## config.mk

```make
export PLATFORM = sky130hd
export DESIGN_NAME = fx2fp_scheduler
export DESIGN_NICKNAME = d
export VERILOG_FILES = /design/src/rtl/fx2fp_scheduler.sv
export SDC_FILE = /design/constraint.sdc
export NUM_CORES = 1
export LEC_CHECK = 0
export ABC_AREA = 1
export CAP_MARGIN = 20
export CORE_AREA = 2 2 228 230
export CTS_BUF_LIST = sky130_fd_sc_hd__clkbuf_16
export CTS_CLUSTER_SIZE = 8
export DETAILED_ROUTE_END_ITERATION = 7
export DIE_AREA = 0 0 230 232
export DONT_BUFFER_PORTS = 1
export PLACE_DENSITY = 0.3
export REMOVE_ABC_BUFFERS = 1
export SLEW_MARGIN = 10
export SYNTH_ARGS = -nofsm -noshare
export SYNTH_HDL_FRONTEND = slang
export SYNTH_SLANG_ARGS = --single-unit
```

## constraint.sdc

```tcl
create_clock -name clk -period 2.5 [get_ports clk]
set_clock_uncertainty 0.1 [all_clocks]
set_input_delay 0 -clock clk [delete_from_list [all_inputs] [get_ports clk]]
set_output_delay 0 -clock clk [all_outputs]
set_load 0.02 [all_outputs]
```

## src/rtl/fx2fp_scheduler.sv

```systemverilog
// Round-robin front end for one shared, clock-enabled fixed-to-float converter.
// A {valid,id} tag pipeline runs alongside the converter so each result leaves
// labelled with the requester that issued it. A stalled output freezes the
// converter and the tag pipeline together, so operands and tags stay aligned.
module fx2fp_scheduler #(
  parameter int NUM_REQ   = 4,
  parameter int INT_WID   = 40,
  parameter int FRA_WID   = 40,
  parameter int FLOAT_WID = 80,
  parameter int LAT       = 5,
  parameter int ID_WID    = $clog2(NUM_REQ)
) (
  input  logic                         clk,
  input  logic                         rstn,
  input  logic [NUM_REQ-1:0]           req_valid,
  output logic [NUM_REQ-1:0]           req_ready,
  input  logic [NUM_REQ*INT_WID-1:0]   req_integer,
  input  logic [NUM_REQ*FRA_WID-1:0]   req_fraction,
  output logic                         conv_clk_en,
  output logic [INT_WID-1:0]           conv_integer,
  output logic [FRA_WID-1:0]           conv_fraction,
  input  logic [FLOAT_WID-1:0]         conv_float_val,
  output logic                         res_valid,
  input  logic                         res_ready,
  output logic [ID_WID-1:0]            res_id,
  output logic [FLOAT_WID-1:0]         res_float,
  output logic [$clog2(LAT+1)-1:0]     inflight,
  output logic                         busy
);
  localparam int CNT_W = $clog2(LAT+1);

  logic [LAT-1:0]             vld_pipe_q, vld_pipe_d;
  logic [LAT-1:0][ID_WID-1:0] id_pipe_q,  id_pipe_d;
  logic [ID_WID-1:0]          rr_ptr_q,   rr_ptr_d;
  logic                       gnt_vld;
  logic [ID_WID-1:0]          gnt_id;
  logic [ID_WID-1:0]          cand;

  // Only an unaccepted result stalls; bubbles at the head never block.
  assign res_valid   = vld_pipe_q[LAT-1];
  assign res_id      = id_pipe_q[LAT-1];
  assign res_float   = conv_float_val;
  assign conv_clk_en = ~(res_valid & ~res_ready);
  assign busy        = |vld_pipe_q;

  // Round-robin pick: scan from the highest offset down so the lowest
  // offset from rr_ptr wins. No grant while frozen or held in reset.
  always_comb begin
    gnt_vld = 1'b0;
    gnt_id  = '0;
    cand    = '0;
    for (int k = NUM_REQ-1; k >= 0; k--) begin
      cand = ID_WID'((int'(rr_ptr_q) + k) % NUM_REQ);
      if (rstn && conv_clk_en && req_valid[cand]) begin
        gnt_vld = 1'b1;
        gnt_id  = cand;
      end
    end
  end

  // Ready, converter operands and pointer advance all follow the grant.
  always_comb begin
    req_ready     = '0;
    conv_integer  = '0;
    conv_fraction = '0;
    rr_ptr_d      = rr_ptr_q;
    if (gnt_vld) begin
      req_ready[gnt_id] = 1'b1;
      conv_integer      = req_integer[gnt_id*INT_WID +: INT_WID];
      conv_fraction     = req_fraction[gnt_id*FRA_WID +: FRA_WID];
      rr_ptr_d          = (gnt_id == ID_WID'(NUM_REQ-1)) ? '0 : gnt_id + 1'b1;
    end
  end

  // Tag pipeline shifts in lockstep with the converter; bubbles load {0,0}.
  always_comb begin
    vld_pipe_d = vld_pipe_q;
    id_pipe_d  = id_pipe_q;
    if (conv_clk_en) begin
      for (int i = LAT-1; i > 0; i--) begin
        vld_pipe_d[i] = vld_pipe_q[i-1];
        id_pipe_d[i]  = id_pipe_q[i-1];
      end
      vld_pipe_d[0] = gnt_vld;
      id_pipe_d[0]  = gnt_vld ? gnt_id : '0;
    end
  end

  // Count of live tags, including the one presented at the output.
  always_comb begin
    inflight = '0;
    for (int i = 0; i < LAT; i++) inflight = inflight + CNT_W'(vld_pipe_q[i]);
  end

  // State registers; reset drops every in-flight tag.
  always_ff @(posedge clk or negedge rstn) begin
    if (!rstn) begin
      vld_pipe_q <= '0;
      id_pipe_q  <= '0;
      rr_ptr_q   <= '0;
    end else begin
      vld_pipe_q <= vld_pipe_d;
      id_pipe_q  <= id_pipe_d;
      rr_ptr_q   <= rr_ptr_d;
    end
  end

endmodule

```

==> impl_metrics.json <==
{
  "status": "finished with violations",
  "violations": "setup timing",
  "worst_slack_ns": -0.0343,
  "grt.busiest_layer": "met2",
  "peakVddDrop_mv": 0.887,
  "htreeDepth": 1,
  "yosysTopAreaCell": "nand2_1",
  "yosysTopAreaCellShare_pct": 26.2,
  "place_congestion": 0.777,
  "power.leakage_nw": 4.10,
  "cts_tree": "yes",
  "die_area_mm2": 0.0534,
  "tightest_slew_ns": 0.781,
  "track_usage_pct": 12.0,
  "rsz0062_at_grt": "true",
  "clockBufferDepth": 2,
  "finalHoldViolCount": 0,
  "hold_class": "primary input to asynchronous set/reset pin",
  "max_freq_ghz": 0.395,
  "final.fill_count": 5951,
  "postRouteAntennaNets": 0,
  "die_w_um": 230,
  "routed_wl_mm": 38.9,
  "path_clk_slew_ns": 0.05,
  "synth_area_leaders": "nand2_1 (26%), nor2_1 (18%), nand3_1 (16%)",
  "critPathCaptureType": "primary output",
  "synth.ff_latch_count": 17,
  "syn_inst": 1089,
  "drtPass1Iterations": 8,
  "min_period_over_period_pct": 101,
  "synth-edff-count": 0,
  "antenna_found_initial": 35,
  "ys_seq_area_share_pct": 8.04,
  "required_ns": 2.40,
  "vias_per_cell": 4.00,
  "ys_warn_count": 0,
  "drcViolationCount": 0,
  "r2r_cells": 14,
  "power_density_mw_per_mm2": 1970,
  "use_met1_pct": 15.7,
  "arrival_ns": 2.43,
  "synthTopCellsByCount": "nand2_1 (369), nor2_1 (247), nand3_1 (169)",
  "die_h_um": 232,
  "path_max_fanout": 7,
  "num_vias": 7516,
  "hpwl_mm": 26.7,
  "placed_area_mm2": 0.00614,
  "grt_overflow": 0,
  "cp_slowest_cell": "dfrtp_2",
  "worstPathCellList": "nand2_1 > nand3_2 > nand2_2 > nor2_4 > nand2_4 > nand2_4 > nand2_8 > buf_12 > nand2_8 > buf_12 > buf_16 > nand2_2 > nand3_1 > nand2_1 > nor2_2 > buf_6",
  "finalSetupViolations": 6,
  "finalMaxSlewViolations": 0,
  "synth_cell_types": 23,
  "place_ws_ns": 0.115,
  "ys.flop_type": "dfrtp_1",
  "crit_family": "simple AND/OR/NAND/NOR gates",
  "area_growth_pct": 55.9,
  "cp.depth": 16,
  "yosys.cell_count.top_type": "nand2_1",
  "crit_path_start_kind": "register",
  "path_buf_inv": 4,
  "drive_gt1_share_pct": 21.9,
  "layout.nets": 1590,
  "reg2reg_slack_ns": 0.31,
  "synth_area_mm2": 0.00529,
  "cts_made_buffers": 3,
  "drtIter0Drc": 733,
  "synthArstFlopShare_pct": 100,
  "clock-sinks": 17,
  "first_global_vias": 6592,
  "fin_area_mm2": 0.00825,
  "boundaryPins": 579,
  "coreArea_mm2": 0.0509,
  "grt_pass1_wl_mm": 47.0,
  "io_buffers": 0,
  "worstSetupPathType": "register to primary output",
  "post_drt_wl_per_cell_um": 20.7,
  "clock-root-buffer": "clkbuf_16",
  "grt_use_met2_pct": 17.2,
  "max-cap-violations": 0,
  "p_total_mw": 16.2,
  "row_count": 83,
  "initial_core_util_pct": 10.4,
  "grt_use_met3_pct": 7.23,
  "relSlewSlack_pct": 47.7,
  "grt_max_degree": 65,
  "cpPeakStageDelay_ns": 0.48,
  "layout_min_cycle_time_ns": 2.53,
  "synth.avg_cell_area_um2": 4.86,
  "clk_latency_ns": 0.25
}
what timing repair did:
action / CTS / global route
gates cloned: 5 / 17
buffers inserted: 8 / 16
resized for setup: 29 / 113
pin swaps: 9 / 33
hold endpoints to repair: 98 / 0
hold buffers: 82 / 0
endpoints found under the setup margin: 65 / 84
layer usage:
layer / vias to the layer above / wire length, um
met2: 523 / 16400
met1: 3492 / 16300
li1: 3425 / -
met5: - / 184
met3: 64 / 5580
met4: 12 / 452
final cells by class:
class / count / area [um2] / share of cell area, %
clock inverters: 1 / 5.00 / 0.0607
well taps: 680 / 851 / 10.3
repair inverters: 1 / 6.26 / 0.0758
flip-flops and latches: 17 / 428 / 5.19
inverters: 103 / 392 / 4.75
clock buffers: 3 / 75.1 / 0.910
multi-input cells: 820 / 3850 / 46.6
diodes: 24 / 60.1 / 0.728
repair buffers: 229 / 2580 / 31.3
flip-flops by register name, summed over array words and instances (netlist names):
| register | count |
|---|---|
| rr_ptr_q | 2 |
| res_id | 2 |
| id_pipe_q | 8 |
| vld_pipe_q | 5 |
report_power, final:
group | internal, mW | switching, mW | total, mW
clock network | 0.214 | 0.109 | 0.323
registers | 0.423 | 0.151 | 0.574
logic | 6.20 | 9.13 | 15.3
total | 6.83 | 9.39 | 16.2
through the flow:
stage | setup TNS, ns | util [%] | hold slack [ns] | instances
after detailed placement | 0 | 12.1 | -0.395 | 1726
after CTS | -0.293 | 14.5 | 0.223 | 1824
after global placement | 0 | 12.1 | -0.395 | 1726
after global routing | -9.43 | 16.2 | 0.242 | 1874
final | -0.0972 | 16.2 | 0.175 | 1878
after floorplan | -123.35 | - | -0.396 | 938
worst paths after layout:
kind                                 start           endpoint
max                            rr_ptr_q[0]  conv_fraction[13]
min                                   rstn      vld_pipe_q[0]
max reg2reg                    rr_ptr_q[0]        rr_ptr_q[1]
min reg2reg                   id_pipe_q[2]       id_pipe_q[4]
max in group asynchronous             rstn        rr_ptr_q[1]
min in group clk           req_integer[41]    conv_integer[1]
cell families after synthesis:
logic type,synth area share [%]
DFF,8.04
buffers and inverters,26.2
and+or+nand+nor,60.8
adders and majority gates,2.17
muxes,1.49
AOI/OAI and AO/OA,1.28
layout by cell type (no fill, tap or decap):
master and count:
nand2_1 333, nor2_1 214, nand3_1 158, inv_1 96, buf_4 93, dlygate4sd3_1 82, nor2_2 30, nand2_2 28
diode_2 24, buf_12 20, clkbuf_16 15, dfrtp_1 15, buf_6 14, nand3_2 11, nand2_4 10, mux2_2 7
buf_16 7, inv_2 6, o21ai_0 6, ha_1 6, nand2_8 4, nor2_4 3, nand4_1 3, a21oi_1 2
fa_1 2, dfrtp_2 2, clkinv_4 1, a21boi_4 1, nand3_4 1, a21oi_4 1, clkinv_2 1, inv_4 1
buf_8 1
(Power assumes the default switching activity.)
